**config.mk**
```make
export PLATFORM = sky130hd
export DESIGN_NAME = sound_sequencer
export DESIGN_NICKNAME = d
export VERILOG_FILES = /design/src/rtl/sound_sequencer.sv
export SDC_FILE = /design/constraint.sdc
export NUM_CORES = 1
export LEC_CHECK = 0
export ABC_AREA = 1
export BUFFER_PORTS_ARGS = -buffer_cell sky130_fd_sc_hd__buf_2
export CAP_MARGIN = 20
export CORE_AREA = 4 4 102 104
export CTS_CLUSTER_DIAMETER = 40
export DETAILED_ROUTE_END_ITERATION = 10
export DIE_AREA = 0 0 106 108
export GPL_ROUTABILITY_DRIVEN = 1
export PLACE_DENSITY = 0.49
export SYNTH_ARGS = -nofsm -noshare
export SYNTH_HDL_FRONTEND = slang
export SYNTH_SLANG_ARGS = --single-unit
```
**constraint.sdc**
```tcl
create_clock -name clk -period 2.12 [get_ports clk]
set_input_delay 0.212 -clock clk [delete_from_list [all_inputs] [get_ports clk]]
set_output_delay 0.212 -clock clk [all_outputs]
set_load 0.005 [all_outputs]
```
**src/rtl/sound_sequencer.sv**
```systemverilog
// Game-event sound sequencer: turns eat/crash pulses into timed note sequences
// that drive the downstream oscillator's freq/playSound inputs.
module sound_sequencer #(
  parameter int unsigned NOTE_CYCLES = 1_000_000,
  parameter int unsigned GAP_CYCLES  = 100_000
) (
  input  logic       clk,
  input  logic       rst,
  input  logic       soundOn,
  input  logic       eatEvent,
  input  logic       crashEvent,
  output logic [7:0] freq,
  output logic       playSound,
  output logic       busy,
  output logic [1:0] noteIdx
);

  localparam int unsigned MaxCycles = (NOTE_CYCLES > GAP_CYCLES) ? NOTE_CYCLES : GAP_CYCLES;
  localparam int unsigned CntW      = (MaxCycles > 1) ? $clog2(MaxCycles) : 1;
  localparam logic [CntW-1:0] NoteLast = CntW'(NOTE_CYCLES - 1);
  localparam logic [CntW-1:0] GapLast  = CntW'(GAP_CYCLES - 1);

  typedef enum logic [1:0] {StIdle, StNote, StGap} state_e;
  typedef enum logic {SeqEat, SeqCrash} seq_e;

  state_e          state_q, state_d;
  seq_e            seq_q, seq_d;
  logic [1:0]      idx_q, idx_d;
  logic [CntW-1:0] cnt_q, cnt_d;
  logic [7:0]      freq_q, freq_d;
  logic            play_q, play_d;
  logic            busy_q, busy_d;

  logic last_note, seq_done, can_take, start;

  function automatic logic [7:0] rom(input seq_e s, input logic [1:0] i);
    logic [7:0] f;
    f = 8'd0;
    if (s == SeqEat) begin
      f = (i == 2'd0) ? 8'd100 : 8'd80;
    end else begin
      unique case (i)
        2'd0:    f = 8'd120;
        2'd1:    f = 8'd150;
        2'd2:    f = 8'd180;
        default: f = 8'd220;
      endcase
    end
    return f;
  endfunction

  assign last_note = (seq_q == SeqEat) ? (idx_q == 2'd1) : (idx_q == 2'd3);
  assign seq_done  = (state_q == StNote) && (cnt_q == NoteLast) && last_note;
  // A running CRASH only yields on the edge its last note ends.
  assign can_take  = (state_q == StIdle) || (seq_q == SeqEat) || seq_done;
  assign start     = can_take && (eatEvent || crashEvent);

  always_comb begin
    state_d = state_q;
    seq_d   = seq_q;
    idx_d   = idx_q;
    cnt_d   = cnt_q;
    freq_d  = freq_q;
    play_d  = play_q;
    busy_d  = busy_q;
    if (!soundOn) begin
      state_d = StIdle;
      idx_d   = 2'd0;
      cnt_d   = '0;
      freq_d  = 8'd0;
      play_d  = 1'b0;
      busy_d  = 1'b0;
    end else if (start) begin
      seq_d   = crashEvent ? SeqCrash : SeqEat;
      state_d = StNote;
      idx_d   = 2'd0;
      cnt_d   = '0;
      freq_d  = rom(seq_d, 2'd0);
      play_d  = 1'b1;
      busy_d  = 1'b1;
    end else begin
      unique case (state_q)
        StIdle: ;
        StNote: begin
          if (cnt_q == NoteLast) begin
            cnt_d  = '0;
            play_d = 1'b0;
            if (last_note) begin
              state_d = StIdle;
              idx_d   = 2'd0;
              freq_d  = 8'd0;
              busy_d  = 1'b0;
            end else begin
              state_d = StGap;
            end
          end else begin
            cnt_d = cnt_q + CntW'(1);
          end
        end
        StGap: begin
          if (cnt_q == GapLast) begin
            state_d = StNote;
            idx_d   = idx_q + 2'd1;
            cnt_d   = '0;
            freq_d  = rom(seq_q, idx_q + 2'd1);
            play_d  = 1'b1;
          end else begin
            cnt_d = cnt_q + CntW'(1);
          end
        end
        default: state_d = StIdle;
      endcase
    end
  end

  always_ff @(posedge clk or posedge rst) begin
    if (rst) begin
      state_q <= StIdle;
      seq_q   <= SeqEat;
      idx_q   <= 2'd0;
      cnt_q   <= '0;
      freq_q  <= 8'd0;
      play_q  <= 1'b0;
      busy_q  <= 1'b0;
    end else begin
      state_q <= state_d;
      seq_q   <= seq_d;
      idx_q   <= idx_d;
      cnt_q   <= cnt_d;
      freq_q  <= freq_d;
      play_q  <= play_d;
      busy_q  <= busy_d;
    end
  end

  assign freq      = freq_q;
  assign playSound = play_q;
  assign busy      = busy_q;
  assign noteIdx   = idx_q;

endmodule

```
# After elaboration in Yosys (flattened, before gate mapping)
# Index checks and enable logic that the tools add are counted.
totals:
  regBits: 35
  latch_bits: 0
  ramBits: 0
  romBits: 0
  out_inout_bits: 12
  wordCells: 78
  mem_count: 0
classes:
  n_addsub: 2
  multipliers: 0
  n_div: 0
  n_lt_le_gt_ge: 0
  n_eq_ne: 16
  shift: 0
  muxes: 39
  bitwise_logic: 1
  reduce_logical: 13
ops:
  columns: ["operator", "n"]
  rows:
  - ["$mux 20", 4]
  - ["$mux 8", 6]
  - ["$pmux 20 s2", 1]
  - ["$pmux 8 s3", 1]
  - ["$add 20x1->20 const B", 1]
  - ["$eq 20x17->1 const B", 1]
  - ["$eq 20x20->1 const B", 1]
  - ["$mux 2", 10]
  - ["$pmux 8 s2", 1]
  - ["$mux 1", 11]
  - ["$ne 3x1->1 const B", 3]
  - ["$reduce_and 3->1", 3]
  - ["$ne 4x4->1 const B", 2]
  - ["$eq 2x1->1 const B", 3]
  - ["$eq 2x2->1 const B", 3]
  - ["$mux 6", 1]
  - ["$pmux 2 s3", 1]
  - ["$mux 5", 1]
  - ["$logic_not 2->1", 2]
  - ["$ne 4x1->1 const B", 1]
  - ["$ne 4x3->1 const B", 1]
  - ["$pmux 2 s2", 1]
  - ["$reduce_and 4->1", 1]
  - ["$logic_and 1x1->1", 3]
  - ["other kinds (6)", 8]

# Depth between registers and ports, before layout
# Gate-level depths: netlist (run 1).
logic_depth:
  word_depth: 8
  depth_mapped: 13
  ltp_nobuf: 13

# Least setup slack after synthesis (run 1)
# OpenSTA, ideal clock, no wires.
synth_timing:
  kind: "reg-to-reg"
  startpoint: "register cnt_q[0]"
  endpoint: "register idx_q[0] (netlist: noteIdx[0])"
  arrival_time_ns: 1.629
  slack_ns: 0.374
  stages_incl_launch_ff: 13
  period_less_slack_ns: 1.746
  cell_sequence: "dfrtp_1 -> ha_1 -> nand2_1 -> inv_2 -> nand2_2 -> nor2_1 -> nand3_2 -> nand2_1 -> nand3_2 -> nand3_2 -> nand2_2 -> nand2_1 -> nand2_1"
synth_via:
  elab_chain_len: 7
synth_lines:
  columns: ["element", "line", "text"]
  rows:
  - ["from (decl)", "29", "logic [CntW-1:0] cnt_q, cnt_d;"]
  - ["from (signal assigned)", "129", "cnt_q <= cnt_d;"]
  - ["$eq 20x20->1", "53, 85", null]
  - ["$logic_and 1x1->1 (2 in series)", "53", "assign seq_done = (state_q == StNote) && (cnt_q == NoteLast) && last_note;"]
  - ["$logic_or 1x1->1", "55", "assign can_take = (state_q == StIdle) || (seq_q == SeqEat) || seq_done;"]
  - ["$logic_and 1x1->1", "56", "assign start = can_take && (eatEvent || crashEvent);"]
  - ["$ne 4x1->1 (no source line), or another cell as far along", null, null]
  - ["$reduce_and 4->1 (no source line) or $mux 2 (tied branches)", null, null]
  - ["to (signal assigned)", "128", "idx_q <= idx_d;"]
  - ["to (decl)", "28", "logic [1:0] idx_q, idx_d;"]
# Parallel ways exist; a longest one is shown, timed or not.
# A chain may end at the register's enable or synchronous reset.

# Final worst setup path (run 1)
layout_timing:
  startpoint: "register cnt_q[1]"
  endpoint: "register freq_q[7] (netlist: freq[7])"
layout_via:
  elab_chain_len: 7
layout_lines:
  columns: ["element", "line", "text"]
  rows:
  - ["$eq 20x20->1", "53, 85", null]
  - ["$logic_and 1x1->1 (2 in series)", "53", null]
  - ["$logic_or 1x1->1", "55", null]
  - ["$logic_and 1x1->1", "56", null]
  - ["$ne 4x1->1 (no source line), or another cell as far along", null, null]
  - ["$reduce_and 4->1 (no source line) or $mux 8 (tied branches)", null, null]
  - ["to (signal assigned)", "130", "freq_q <= freq_d;"]
  - ["to (decl)", "30", "logic [7:0] freq_q, freq_d;"]
# Parallel ways exist; a longest one is shown, timed or not.

==> results of run 1 <==
[registers in the layout, summed over array words and instances (netlist names)]
register   flops
noteIdx        2
playSound      1
cnt_q         20
seq_q          1
state_q        2
freq           7
busy           1
[placed cells by master, fill, tap and decap left out]
cell type | Yosys | final
nand4_1 | 21 | 21
ha_2 | 0 | 1
conb_1 | 1 | 1
nand3b_1 | 2 | 2
inv_1 | 49 | 49
o21ai_4 | 0 | 1
nand2_1 | 138 | 138
o21ai_0 | 18 | 18
nand3_1 | 30 | 30
nand2_2 | 5 | 5
nand3_2 | 7 | 7
nor2_2 | 2 | 2
nand2_4 | 2 | 1
or2_2 | 2 | 2
inv_2 | 3 | 3
xnor2_1 | 1 | 1
ha_1 | 7 | 6
o21ai_2 | 2 | 1
clkbuf_8 | 0 | 5
buf_2 | 3 | 15
dfrtp_1 | 34 | 33
buf_4 | 2 | 15
xor2_1 | 8 | 8
dfrtp_2 | 0 | 1
a21oi_1 | 10 | 10
nand2_8 | 0 | 1
clkbuf_1 | 4 | 2
nor3_1 | 3 | 3
nor2_1 | 50 | 50
[power by group through the flow]
stage	Combinational (µW)	Clock [µW]	Sequential (µW)
2_1_floorplan	236	0	717
5_1_grt	394	503	709
3_5_place_dp	342	0	716
3_3_place_gp	338	0	717
4_1_cts	344	474	705
6_report	347	456	706
[worst reg2reg max path, delay by kind of cell (launching register included)]
family	cells	cell delay, ns
flops	1	0.40
fa+ha+maj	1	0.24
simple gates	10	1.10
buf+inv	1	0.07
[kinds of logic (layout without fill, tap and decap cells)]
family,Yosys count,in the layout
buffers and inverters,65,89
flip-flops,34,34
other,1,1
adder cells (fa/ha/maj),7,7
AO/OA/AOI/OAI,30,30
XOR/XNOR,9,9
AND/OR/NAND/NOR,262,262
[per-layer routing]
layer,vias to the layer above,routed length [µm],global-route usage
met5,-,0,0
met4,0,111,0.03238
met1,1204,3464,0.1737
met2,64,3374,0.2300
li1,1335,-,-
met3,11,349,0.02328
[area by class of cell]
cell class,instances,area share
flip-flops and latches,34,0.2849
inverters,52,0.06527
clock buffers,7,0.02552
well taps,133,0.05565
repair buffers,30,0.06276
multi-input cells,309,0.5059
[path summary, 6_finish.rpt]
kind | endpoint | slack, ns | cells after the start | start
worst min-delay path | cnt_q[1]$_DFFE_PP0P_ | 0.02 | 3 | rst
worst max-delay path | freq[7]$_DFFE_PP0P_ | 0.20 | 12 | cnt_q[1]$_DFFE_PP0P_
worst min register to register | freq[6]$_DFFE_PP0P_ | 0.48 | 2 | freq[6]$_DFFE_PP0P_
worst max register to register | freq[7]$_DFFE_PP0P_ | 0.20 | 12 | cnt_q[1]$_DFFE_PP0P_
max in group asynchronous | cnt_q[13]$_DFFE_PP0P_ | 1.76 | 3 | rst
min in group clk | seq_q$_DFFE_PP0P_ | 0.27 | 3 | crashEvent
[repair_timing]
action	CTS	global route
endpoints found under the hold margin	0	0
endpoints found under the setup margin	0	28
resized for setup	0	4
setup buffers	0	2
[stage by stage]
step,cell area [µm²],std cells,utilization,setup slack (ns)
after floorplan,2615,408,-,0.3744
after global placement,2879,556,0.3015,0.2009
after detailed placement,2879,556,0.3015,0.1451
after CTS,2955,563,0.3095,0.1331
after global routing,2990,565,0.3132,0.001084
final,2990,565,0.3132,0.2050
==> flow_metrics.py, run 1 <==
metrics = {
    "cts": {
        "htree_levels": 2,
        "clk_pin_slew_ns": 0.07,
        "cts_sinks": 34,
        "cts_tree": "yes",
        "holdBufCountCts": 0,
        "cts_root_buffer": "clkbuf_8",
        "clockBufferDepth": 2,
        "cts_made_buffers": 5,
        "clk_latency_ns": 0.28,
    },
    "synthesis": {
        "avgSynthCellArea_um2": 6.409,
        "async_flop_share": 1.000,
        "synth-main-ff-cell": "dfrtp_1",
        "synthDistinctLibCells": 26,
        "synth_top_area_share": 0.3254,
        "synth.area.mux_share": 0,
        "synth_top_family_by_area": "simple AND/OR/NAND/NOR gates",
        "syn_inst": 408,
        "synth.area.top_cells": "dfrtp_1 33%, nand2_1 20%, nor2_1 7.2%, inv_1 7.0%, nand3_1 5.7%",
        "synth_fa_ha_area_frac": 0.03349,
        "synth-compound-area-share": 0.06029,
        "synth_common_cells": "138 x nand2_1, 50 x nor2_1, 49 x inv_1",
        "synth_area_um2": 2615,
        "seq_area_frac_synth": 0.3254,
        "synth_nets": 420,
        "synth.most_common_cell": "nand2_1",
        "synth_edf_count": 0,
        "ys.warnings.count": 0,
        "synthXorXnorAreaFrac": 0.03014,
        "yosys.area.top_type": "dfrtp_1",
        "ys_ff_latch": 34,
        "synth-simple-area-share": 0.4459,
    },
    "die": {
        "fp.dieW_um": 106,
        "core_um2": 9549,
        "start_util": 0.2738,
        "die_area_um2": 11450,
        "dieHeight_um": 108,
        "ios": 17,
        "row_count": 36,
    },
    "power_and_ir_drop": {
        "power_uw": 1509,
        "p_leak_uw": 0.001509,
        "power_density_nw_per_um2": 504.6,
        "p_sw_frac": 0.3271,
        "p_clk_frac": 0.302,
        "ir_worst_vdd_v": 0.0002108,
        "power_switching_uw": 493.7,
        "seqPwrFrac": 0.468,
        "p_comb_frac": 0.230,
        "p_int_uw": 1015,
    },
    "routing": {
        "drcViolationCount": 0,
        "postRouteAntennaNets": 0,
        "drtIter0Drc": 159,
        "drt_wl_total_um": 7300,
        "vias_per_cell": 4.627,
        "via_count": 2614,
        "wl_per_cell_um": 12.92,
        "dr.pass1.iters": 4,
    },
    "worst_setup_path": {
        "crit_chain": "ha_2, nand2_1, inv_2, nand2_2, nor2_1, nand3_2, nand2_1, nand3_2, nand3_2, nand2_2, nand2_1, nand2_1",
        "cpMaxStageDelayCell": "dfrtp_1",
        "cp-start-kind": "flop",
        "critPathRequiredTime_ns": 2.30,
        "cpMostUsedCell": "nand2_1",
        "cp.arrival_ns": 2.09,
        "crit_type": "reg -> reg",
        "slowest_delay_ns": 0.40,
        "crit_path_end_kind": "flop",
        "crit_path_max_fanout": 9,
        "crit_family": "simple AND/OR/NAND/NOR gates",
        "path_buf_inv": 1,
    },
    "global_routing": {
        "grt_use_total": 0.1331,
        "grt_pass1_wl_um": 12140,
        "grt_max_degree": 35,
        "antenna_found_initial": 0,
        "first_global_vias": 2513,
        "overflow": 0,
    },
    "sta": {
        "maxSlewViolCount": 0,
        "max_freq_mhz": 522.2,
        "finalCriticalPeriod_ns": 1.915,
        "rsz0062_at_grt": "false",
        "finClkSkew_ns": 0.005301,
        "timing.hold.ws_ns": 0.02422,
        "finalHoldViolations": 0,
        "setup_violations": 0,
        "setup_tns_ns": 0,
        "timing.final.crit_share": 0.9033,
    },
    "cells_and_area": {
        "multiInputGateArea_um2": 1513,
        "area_growth_pct": 14.35,
        "seqCellArea_um2": 852.1,
        "fillers": 1079,
        "drive_gt1_frac": 0.1389,
        "antennaDiodeCount": 0,
        "nets": 444,
    },
    "placed_design": {
        "gp_congestion": 0.8551,
        "hpwl_um": 5675,
        "io_buffers": 15,
    },
    "flow_run": {
        "maxCapViolations": 0,
    },
    "min_path": {
        "hp-class": "in -> async",
    },
    "run_status": {
        "status": "finished clean",
    },
}
No activity file was read; power rests on OpenSTA's default activity.
==> inputs of run 2 (changes only) <==
Settings changed: MAX_ROUTING_LAYER set to met4.
==> flow_metrics.py, run 2 (synthesis gave the netlist of run 1 again) <==
metrics = {
    "power_and_ir_drop": {
        "power_density_nw_per_um2": 596.5,
        "ir_worst_vdd_v": 0.0002543,
        "power_uw": 1821,
        "p_leak_uw": 0.001540,
    },
    "cts": {
        "holdBufCountCts": 0,
        "cts_root_buffer": "clkbuf_8",
        "clk_latency_ns": 0.30,
        "cts_made_buffers": 5,
        "cts_tree": "yes",
        "clk_pin_slew_ns": 0.08,
        "htree_levels": 2,
        "clockBufferDepth": 2,
        "cts_sinks": 34,
    },
    "die": {
        "row_count": 36,
        "fp.dieW_um": 106,
        "core_um2": 9549,
        "die_area_um2": 11450,
        "dieHeight_um": 108,
        "start_util": 0.2738,
        "ios": 17,
    },
    "global_routing": {
        "grt_max_degree": 35,
        "first_global_vias": 2527,
        "grt_use_total": 0.1417,
        "overflow": 0,
        "antenna_found_initial": 0,
        "grt_pass1_wl_um": 12470,
    },
    "placed_design": {
        "dp.cells": 554,
        "gp_congestion": 0.9106,
        "dp_slack_ns": 0.1170,
        "hpwl_um": 5554,
        "io_buffers": 15,
    },
    "worst_setup_path": {
        "crit_path_end_kind": "flop",
        "cp.arrival_ns": 2.11,
        "crit_type": "reg -> reg",
        "critPathRequiredTime_ns": 2.32,
        "worstReg2RegStart": "cnt_q[13]$_DFFE_PP0P_",
        "crit_path_max_fanout": 19,
        "critical_path.startpoint": "cnt_q[13]$_DFFE_PP0P_",
        "cp-start-kind": "flop",
    },
    "cells_and_area": {
        "nets": 443,
        "layout_commonest_cell": "nand2_1",
        "largest_reg_flops": 20,
        "drive_gt1_frac": 0.1412,
        "antennaDiodeCount": 0,
        "finalNonFillerCells": 565,
        "fillers": 1096,
        "area_growth_pct": 16.75,
        "top_register": "cnt_q",
        "final_cell_mix": "138 x nand2_1, 50 x nor2_1, 49 x inv_1, 34 x dfrtp_1, 30 x nand3_1",
    },
    "sta": {
        "setup_violations": 0,
        "max_freq_mhz": 523.2,
        "finClkSkew_ns": 0.009660,
        "finalHoldViolations": 0,
        "maxSlewViolCount": 0,
        "rsz0062_at_grt": "false",
        "timing.final.crit_share": 0.9015,
        "timing.hold.ws_ns": 0.003106,
        "setup_tns_ns": 0,
        "finalCriticalPeriod_ns": 1.911,
        "layout_setup_ws_ns": 0.2088,
    },
    "routing": {
        "drcViolationCount": 0,
        "wl_per_cell_um": 13.01,
        "via_count": 2623,
        "vias_per_cell": 4.642,
        "postRouteAntennaNets": 0,
        "drt_wl_total_um": 7348,
        "drtIter0Drc": 153,
        "dr.pass1.iters": 6,
    },
    "run_status": {
        "status": "finished clean",
    },
    "min_path": {
        "hp-class": "in -> async",
    },
    "flow_run": {
        "maxCapViolations": 0,
    },
}
## run 2: cell count changes in the layout (fill, tap and decap cells not counted), sizes merged
cell	before	now
bufinv	0	2
clkbuf	7	6
buf	30	29
## run 2: path summary, 6_finish.rpt
kind                       cells past startpoint                    end  slack (ns)
max                                           13  cnt_q[16]$_DFFE_PP0P_        0.21
max in group asynchronous                      3  cnt_q[14]$_DFFE_PP0P_        1.79
max reg2reg                                   13  cnt_q[16]$_DFFE_PP0P_        0.21
min reg2reg                                    2    freq[6]$_DFFE_PP0P_        0.47
min in group clk                               3      seq_q$_DFFE_PP0P_        0.26
min                                            3    freq[3]$_DFFE_PP0P_       0.003
## run 2: per-stage QoR
step | utilization | instance area, µm²
floorplan | - | 2615
global placement | 0.2999 | 2864
detailed placement | 0.2999 | 2864
CTS | 0.3149 | 3007
global route | 0.3197 | 3053
finish | 0.3197 | 3053
## run 2: routing by layer
metal	up-vias	GRT usage	wire (µm)
met4	0	0.04440	142
met3	16	0.02507	363
li1	1330	-	-
met5	-	-	0
met1	1197	0.1830	3528
met2	80	0.2272	3313
## run 2: repair_timing
action | in CTS | in global routing
gates resized for setup | 0 | 4
endpoints found under the hold margin | 0 | 0
buffers inserted | 0 | 3
endpoints found under the setup margin | 0 | 11
## run 2: critical path: stages, from the launching register on
cell     delay [ns]
dfrtp_1        0.47
inv_1          0.14
nand2_1        0.09
nor2_1         0.13
nand2_1        0.10
nor2_1         0.12
nand3_2        0.11
nand2_4        0.12
nand2_8        0.12
buf_4          0.20
inv_1          0.07
nor2_1         0.05
nand3_1        0.05
nand2_1        0.05
## run 2: cell type report
type,count,area (µm²),share of cell area
multi-input combinational,309,1518,0.4971
timing repair buffer,29,180.2,0.05902
tap,133,166.4,0.05451
sequential,34,850.8,0.2787
inverter,52,195.2,0.06393
clock buffer,6,82.58,0.02705
clock inverter,2,60.06,0.01967
## run 2: where the power goes
group	switching, µW	leakage, µW	internal, µW	total (µW)
Sequential	25.0	0.000464	681	705
Clock	262	0.0000714	502	764
Combinational	242	0.00100	109	351
Total	529	0.00154	1290	1820
